## config.mk

```make
export PLATFORM = sky130hd
export DESIGN_NAME = eth_reply_tx
export DESIGN_NICKNAME = d
export VERILOG_FILES = /design/src/rtl/eth_reply_tx.sv
export SDC_FILE = /design/constraint.sdc
export NUM_CORES = 1
export LEC_CHECK = 0
export CAP_MARGIN = 40
export CORE_MARGIN = 1.5
export CORE_UTILIZATION = 57
export CTS_BUF_LIST = sky130_fd_sc_hd__clkbuf_8
export DETAILED_ROUTE_END_ITERATION = 12
export GPL_TIMING_DRIVEN = 1
export PLACE_DENSITY = 0.89
export SLEW_MARGIN = 20
export SYNTH_ARGS = -nofsm -noshare
export SYNTH_HDL_FRONTEND = slang
export SYNTH_SLANG_ARGS = --single-unit
```

## constraint.sdc

```tcl
create_clock -name clk -period 6.6 [get_ports clk]
set_input_delay 0.99 -clock clk [delete_from_list [all_inputs] [get_ports clk]]
set_output_delay 0.99 -clock clk [all_outputs]
set_load 0.005 [all_outputs]
```

## src/rtl/eth_reply_tx.sv

```systemverilog
// ARP / ICMP echo reply generator: builds reply frames from the receive parser's
// pending requests and streams them as 32-bit sop/eop/vld/rdy words.
module eth_reply_tx #(
    parameter logic [7:0]  IP_TTL = 8'd64,
    parameter logic [15:0] IP_ID  = 16'h0000
) (
    input  logic        clk,
    input  logic        rst_n,
    input  logic [31:0] i_self_ip,
    input  logic [47:0] i_self_mac,
    input  logic        i_arp_req_flag,
    input  logic [47:0] i_arp_req_mac,
    input  logic [31:0] i_arp_req_ip,
    output logic        o_clear_arp_req,
    input  logic        i_ping_req_flag,
    input  logic [47:0] i_ping_req_mac,
    input  logic [31:0] i_ping_req_ip,
    input  logic [31:0] i_ping_data,
    input  logic [7:0]  i_payload_size,
    output logic        o_ping_rdy,
    output logic        o_clear_ping_req,
    output logic [31:0] o_out_data,
    output logic        o_out_sop,
    output logic        o_out_eop,
    output logic        o_out_vld,
    input  logic        i_out_rdy
);
    localparam logic [2:0] S_IDLE    = 3'd0;
    localparam logic [2:0] S_SEL     = 3'd1;
    localparam logic [2:0] S_CSUM    = 3'd2;
    localparam logic [2:0] S_HDR     = 3'd3;
    localparam logic [2:0] S_PAYLOAD = 3'd4;
    localparam logic [2:0] S_DONE    = 3'd5;

    logic [2:0]  state_reg;
    logic        is_arp_reg;
    logic [47:0] req_mac_reg;
    logic [31:0] req_ip_reg;
    logic [47:0] self_mac_reg;
    logic [31:0] self_ip_reg;
    logic [7:0]  n_reg;
    logic [3:0]  word_idx_reg;
    logic [7:0]  pay_cnt_reg;
    logic [1:0]  csum_cnt_reg;
    logic [19:0] csum_acc_reg;
    logic [15:0] ip_csum_reg;

    logic [15:0] total_len;
    logic [15:0] hdr_hw [10];
    logic [19:0] hdr_sum;
    logic [31:0] hdr_word;
    logic [16:0] crc_sum;
    logic [15:0] crc_fold;
    logic [31:0] pay_word;
    logic        vld;
    logic        xfer;

    assign total_len = 16'd20 + {6'd0, n_reg, 2'b00};

    // IPv4 header halfwords with the checksum field held at zero
    assign hdr_hw[0] = 16'h4500;
    assign hdr_hw[1] = total_len;
    assign hdr_hw[2] = IP_ID;
    assign hdr_hw[3] = 16'h4000;
    assign hdr_hw[4] = {IP_TTL, 8'h01};
    assign hdr_hw[5] = 16'h0000;
    assign hdr_hw[6] = self_ip_reg[31:16];
    assign hdr_hw[7] = self_ip_reg[15:0];
    assign hdr_hw[8] = req_ip_reg[31:16];
    assign hdr_hw[9] = req_ip_reg[15:0];

    always_comb begin
        hdr_sum = 20'd0;
        for (int i = 0; i < 10; i++) begin
            hdr_sum = hdr_sum + {4'd0, hdr_hw[i]};
        end
    end

    // Echo request -> reply: type becomes 0, so the ICMP checksum rises by 0x0800
    assign crc_sum  = {1'b0, i_ping_data[15:0]} + 17'h00800;
    assign crc_fold = crc_sum[15:0] + {15'd0, crc_sum[16]};
    assign pay_word = (pay_cnt_reg == 8'd0) ? {8'h00, i_ping_data[23:16], crc_fold}
                                            : i_ping_data;

    always_comb begin
        hdr_word = 32'h0;
        case (word_idx_reg)
            4'd0:  hdr_word = {16'h0000, req_mac_reg[47:32]};
            4'd1:  hdr_word = req_mac_reg[31:0];
            4'd2:  hdr_word = self_mac_reg[47:16];
            4'd3:  hdr_word = {self_mac_reg[15:0], (is_arp_reg ? 16'h0806 : 16'h0800)};
            4'd4:  hdr_word = is_arp_reg ? 32'h00010800 : {16'h4500, total_len};
            4'd5:  hdr_word = is_arp_reg ? 32'h06040002 : {IP_ID, 16'h4000};
            4'd6:  hdr_word = is_arp_reg ? self_mac_reg[47:16] : {IP_TTL, 8'h01, ip_csum_reg};
            4'd7:  hdr_word = is_arp_reg ? {self_mac_reg[15:0], self_ip_reg[31:16]} : self_ip_reg;
            4'd8:  hdr_word = is_arp_reg ? {self_ip_reg[15:0], req_mac_reg[47:32]} : req_ip_reg;
            4'd9:  hdr_word = req_mac_reg[31:0];
            4'd10: hdr_word = req_ip_reg;
            default: hdr_word = 32'h0;
        endcase
    end

    assign vld  = (state_reg == S_HDR) || (state_reg == S_PAYLOAD);
    assign xfer = vld && i_out_rdy;

    assign o_out_vld  = vld;
    assign o_out_sop  = (state_reg == S_HDR) && (word_idx_reg == 4'd0);
    assign o_out_eop  = ((state_reg == S_HDR) && is_arp_reg && (word_idx_reg == 4'd10)) ||
                        ((state_reg == S_PAYLOAD) && (pay_cnt_reg == n_reg - 8'd1));
    assign o_out_data = (state_reg == S_HDR)     ? hdr_word :
                        (state_reg == S_PAYLOAD) ? pay_word : 32'h0;
    assign o_ping_rdy       = (state_reg == S_PAYLOAD) && i_out_rdy;
    assign o_clear_arp_req  = (state_reg == S_DONE) && is_arp_reg;
    assign o_clear_ping_req = (state_reg == S_DONE) && !is_arp_reg;

    always_ff @(posedge clk or negedge rst_n) begin
        if (!rst_n) begin
            state_reg    <= S_IDLE;
            is_arp_reg   <= 1'b0;
            req_mac_reg  <= 48'h0;
            req_ip_reg   <= 32'h0;
            self_mac_reg <= 48'h0;
            self_ip_reg  <= 32'h0;
            n_reg        <= 8'h0;
            word_idx_reg <= 4'h0;
            pay_cnt_reg  <= 8'h0;
            csum_cnt_reg <= 2'h0;
            csum_acc_reg <= 20'h0;
            ip_csum_reg  <= 16'h0;
        end else begin
            case (state_reg)
                S_IDLE: begin
                    self_mac_reg <= i_self_mac;
                    self_ip_reg  <= i_self_ip;
                    if (i_arp_req_flag) begin
                        is_arp_reg  <= 1'b1;
                        req_mac_reg <= i_arp_req_mac;
                        req_ip_reg  <= i_arp_req_ip;
                        n_reg       <= 8'h0;
                        state_reg   <= S_SEL;
                    end else if (i_ping_req_flag) begin
                        is_arp_reg  <= 1'b0;
                        req_mac_reg <= i_ping_req_mac;
                        req_ip_reg  <= i_ping_req_ip;
                        n_reg       <= i_payload_size;
                        state_reg   <= S_SEL;
                    end
                end
                S_SEL: begin
                    word_idx_reg <= 4'h0;
                    pay_cnt_reg  <= 8'h0;
                    csum_cnt_reg <= 2'h0;
                    if (is_arp_reg)
                        state_reg <= S_HDR;
                    else if (n_reg < 8'd2)
                        state_reg <= S_DONE;
                    else
                        state_reg <= S_CSUM;
                end
                S_CSUM: begin
                    // Sum, fold twice (enough for ten halfwords), then invert
                    csum_cnt_reg <= csum_cnt_reg + 2'd1;
                    case (csum_cnt_reg)
                        2'd0: csum_acc_reg <= hdr_sum;
                        2'd1, 2'd2: csum_acc_reg <= {4'd0, csum_acc_reg[15:0]} +
                                                    {16'd0, csum_acc_reg[19:16]};
                        default: begin
                            ip_csum_reg <= ~csum_acc_reg[15:0];
                            state_reg   <= S_HDR;
                        end
                    endcase
                end
                S_HDR: begin
                    if (xfer) begin
                        if (is_arp_reg && (word_idx_reg == 4'd10))
                            state_reg <= S_DONE;
                        else if (!is_arp_reg && (word_idx_reg == 4'd8))
                            state_reg <= S_PAYLOAD;
                        else
                            word_idx_reg <= word_idx_reg + 4'd1;
                    end
                end
                S_PAYLOAD: begin
                    if (xfer) begin
                        if (pay_cnt_reg == n_reg - 8'd1)
                            state_reg <= S_DONE;
                        else
                            pay_cnt_reg <= pay_cnt_reg + 8'd1;
                    end
                end
                S_DONE:  state_reg <= S_IDLE;
                default: state_reg <= S_IDLE;
            endcase
        end
    end
endmodule
```

==> flow_summary_export.csv <==
group,metric,value,unit
outcome,status,"completed",
cts,cts_resized,0,
setup_path,cp_data_required_time,5610,ps
cts,cts_tree,"done",
setup_path,end_kind,"output pin",
logic_synthesis,synth_xor_xnor_area_share,2.569,%
sta,setup_viol,0,
sta,relSlewSlack,36.11,%
setup_path,critical_path.cell_chain,"nand2b_1, nor3b_1, buf_4, a22oi_1, nand3_1, a21oi_1, o22ai_1, clkdlybuf4s50_1",
cts,cts_inserted_buffers,37,
logic_synthesis,synth-edff-count,0,
routing,vias,13660,
logic_synthesis,synth_compound_area_share,17.93,%
logic_synthesis,netlist_area,14320,µm²
logic_synthesis,synth_mux_area_share,12.09,%
cts,clk_latency,570,ps
logic_synthesis,synth_flop_cell,"dfrtp_1",
logic_synthesis,synth_top_family_by_area,"compound AO/OA/AOI/OAI gates",
grt,grt_pass1_vias,13540,
cts,cts.clk_slew.worst_paths,60,ps
setup_path,critPathSlowestCell,"nor3b_1",
sta,tightest_slew,956.2,ps
sta,fin_crit_sh,77.40,%
min_path,hp-class,"in2async",
die,core_area,24460,µm²
cts,post_cts_buffers,0,
logic_synthesis,syn-instance-count,1511,
setup_path,worst-r2r-setup-slack,1790,ps
logic_synthesis,yosysTopAreaCell,"dfrtp_1",
die,row_count,57,
placement,hpwl,40060,µm
setup_path,crit_fanout,19,
setup_path,arrival,4120,ps
sta,fmax,195.8,MHz
flow_run,maxCapViolations,0,
cts,cts_sinks,221,
placement,io_buffer_count,322,
placement,place_congestion,0.9957,
setup_path,worstSetupPathType,"reg2out",
cts,htreeDepth,2,
grt,grt_antenna_before_repair,2,
grt,grt_overflow,0,
die,fp.dieW,161.5,µm
cells_and_area,multi_input_area,7978,µm²
cts,ctsHoldBuffers,0,
routing,dr.pass1.iters,9,
cts,cts.path.max_buffers,3,
die,die_height,161.5,µm
logic_synthesis,synth_cell_types,74,
routing,drtIter0Drc,1599,
logic_synthesis,yosysSeqAreaShare,38.62,%
cells_and_area,stdcell_count,2152,
logic_synthesis,yosys-top-cells-count,"dfrtp_1, nand2_1, inv_1",
routing,routed_wl,52130,µm
grt,track_usage,40.01,%
cells_and_area,synthToLayoutAreaGrowth,30.20,%
setup_path,critical_path.top_delay_family,"simple AND/OR/NAND/NOR gates",
routing,ant_nets,0,
logic_synthesis,synth-seq-cells,221,
placement,place_inst,2083,
logic_synthesis,yosys.area_share.simple,12.60,%
setup_path,setup.worst_path.start_class,"flip-flop",
routing,drc,0,
setup_path,path_buf_inv,2,
cells_and_area,seq_area,5530,µm²
routing,wire_per_inst,24.23,µm
sta,hold_viol,0,
grt,grt_first_pass_wirelength,78800,µm
cells_and_area,drive_gt1_share,9.141,%
sta,fin_skew,20.29,ps
logic_synthesis,synthTopCellsByArea,"dfrtp_1, mux2i_1, fa_1",
sta,finalMaxSlewViolations,0,
cts,cts-root-buf,"clkbuf_8",
logic_synthesis,syn_area_per_cell,9.476,µm²
die,start_util,58.53,%
logic_synthesis,ys.warnings.count,0,
routing,vias_per_cell,6.349,
logic_synthesis,synthAdderAreaFrac,10.33,%
cells_and_area,layout.nets,2178,
grt,grt_max_degree,149,
logic_synthesis,synth_top_area_share,38.62,%
die,die_area,26080,µm²
logic_synthesis,synthMostInstantiatedCell,"dfrtp_1",
logic_synthesis,synth_nets,1889,
sta,rsz0062_at_grt,"false",
logic_synthesis,async_reset_ff_share,100.0,%
cells_and_area,fillers,1647,
sta,tns,0,ps
sta,period_needed,5108,ps
setup_path,cp_slowest_stage_delay,940,ps
die,io_pins,323,
## cells in the final DEF (no fill, tap or decap), types with 18 or more instances in the layout
cell / n
o21ai_0: 107
mux2i_1: 92
dfrtp_1: 221
nand2_1: 196
inv_1: 131
nor2_1: 39
xnor2_1: 23
o21ai_1: 54
mux2_2: 69
a222oi_1: 34
ha_1: 51
clkbuf_8: 49
xor2_1: 19
o22ai_1: 20
a21oi_1: 64
a22oi_1: 22
buf_4: 18
clkdlybuf4s50_1: 320
a21o_1: 22
fa_1: 42
## final timing paths
path,startpoint,depth (start not counted),to
worst min register to register,ip_csum_reg[13],2,ip_csum_reg[13]
min in group clk,ip_csum_reg[13],2,ip_csum_reg[13]
worst max register to register,n_reg[0],16,csum_acc_reg[14]
worst min-delay path,rst_n,1,pay_cnt_reg[2]
max in group asynchronous,rst_n,2,self_ip_reg[8]
worst max-delay path,word_idx_reg[2],8,o_out_data[4]
## per-stage QoR
step	utilization (%)	worst slack [ps]	hold WS, ps	area [µm²]
floorplan	-	2381	442.8	14320
global placement	72.61	1778	453.8	17760
detailed placement	72.78	1763	475.2	17800
CTS	76.03	1597	450.0	18600
global route	76.21	1395	464.2	18640
finish	76.21	1492	412.0	18640
## per-layer routing
layer,GRT usage (%),vias up,part of all wire [%]
li1,-,5966,-
met1,50.83,6573,37
met2,64.61,917,47
met3,8.295,206,10
met4,20.96,2,6.4
met5,0,-,0.023
## kinds of logic (layout without fill, tap and decap cells)
| family | after synthesis | count (layout) |
|---|---|---|
| fa+ha+maj | 93 | 93 |
| compound gates | 400 | 400 |
| mux | 164 | 164 |
| xor+xnor | 42 | 42 |
| simple gates | 373 | 373 |
| other cells | 0 | 1 |
| flops | 221 | 221 |
| buf+inv | 218 | 534 |
## worst register-to-register path: stages (launching register included)
cell       delay (ps)
dfrtp_1           570
ha_1              320
o2111ai_1         150
xor2_1            230
fa_1              530
inv_1              60
fa_1              490
inv_1              60
fa_1              530
inv_1              50
ha_1              350
o21a_1            210
o211ai_1          170
a31oi_1            70
a211oi_1          470
xnor2_1           140
a211o_1           310
## layout make-up
class | count | area share (%)
multi-input combinational | 1072 | 42.79
clock inverter | 17 | 0.6443
tap | 324 | 2.174
antenna | 1 | 0.01342
sequential | 221 | 29.66
clock buffer | 49 | 3.617
inverter | 123 | 2.477
timing repair buffer | 345 | 18.62
Power is left out: the tool's default activity adds up to more than one toggle a clock period on the data nets, which glitch-free logic cannot reach.
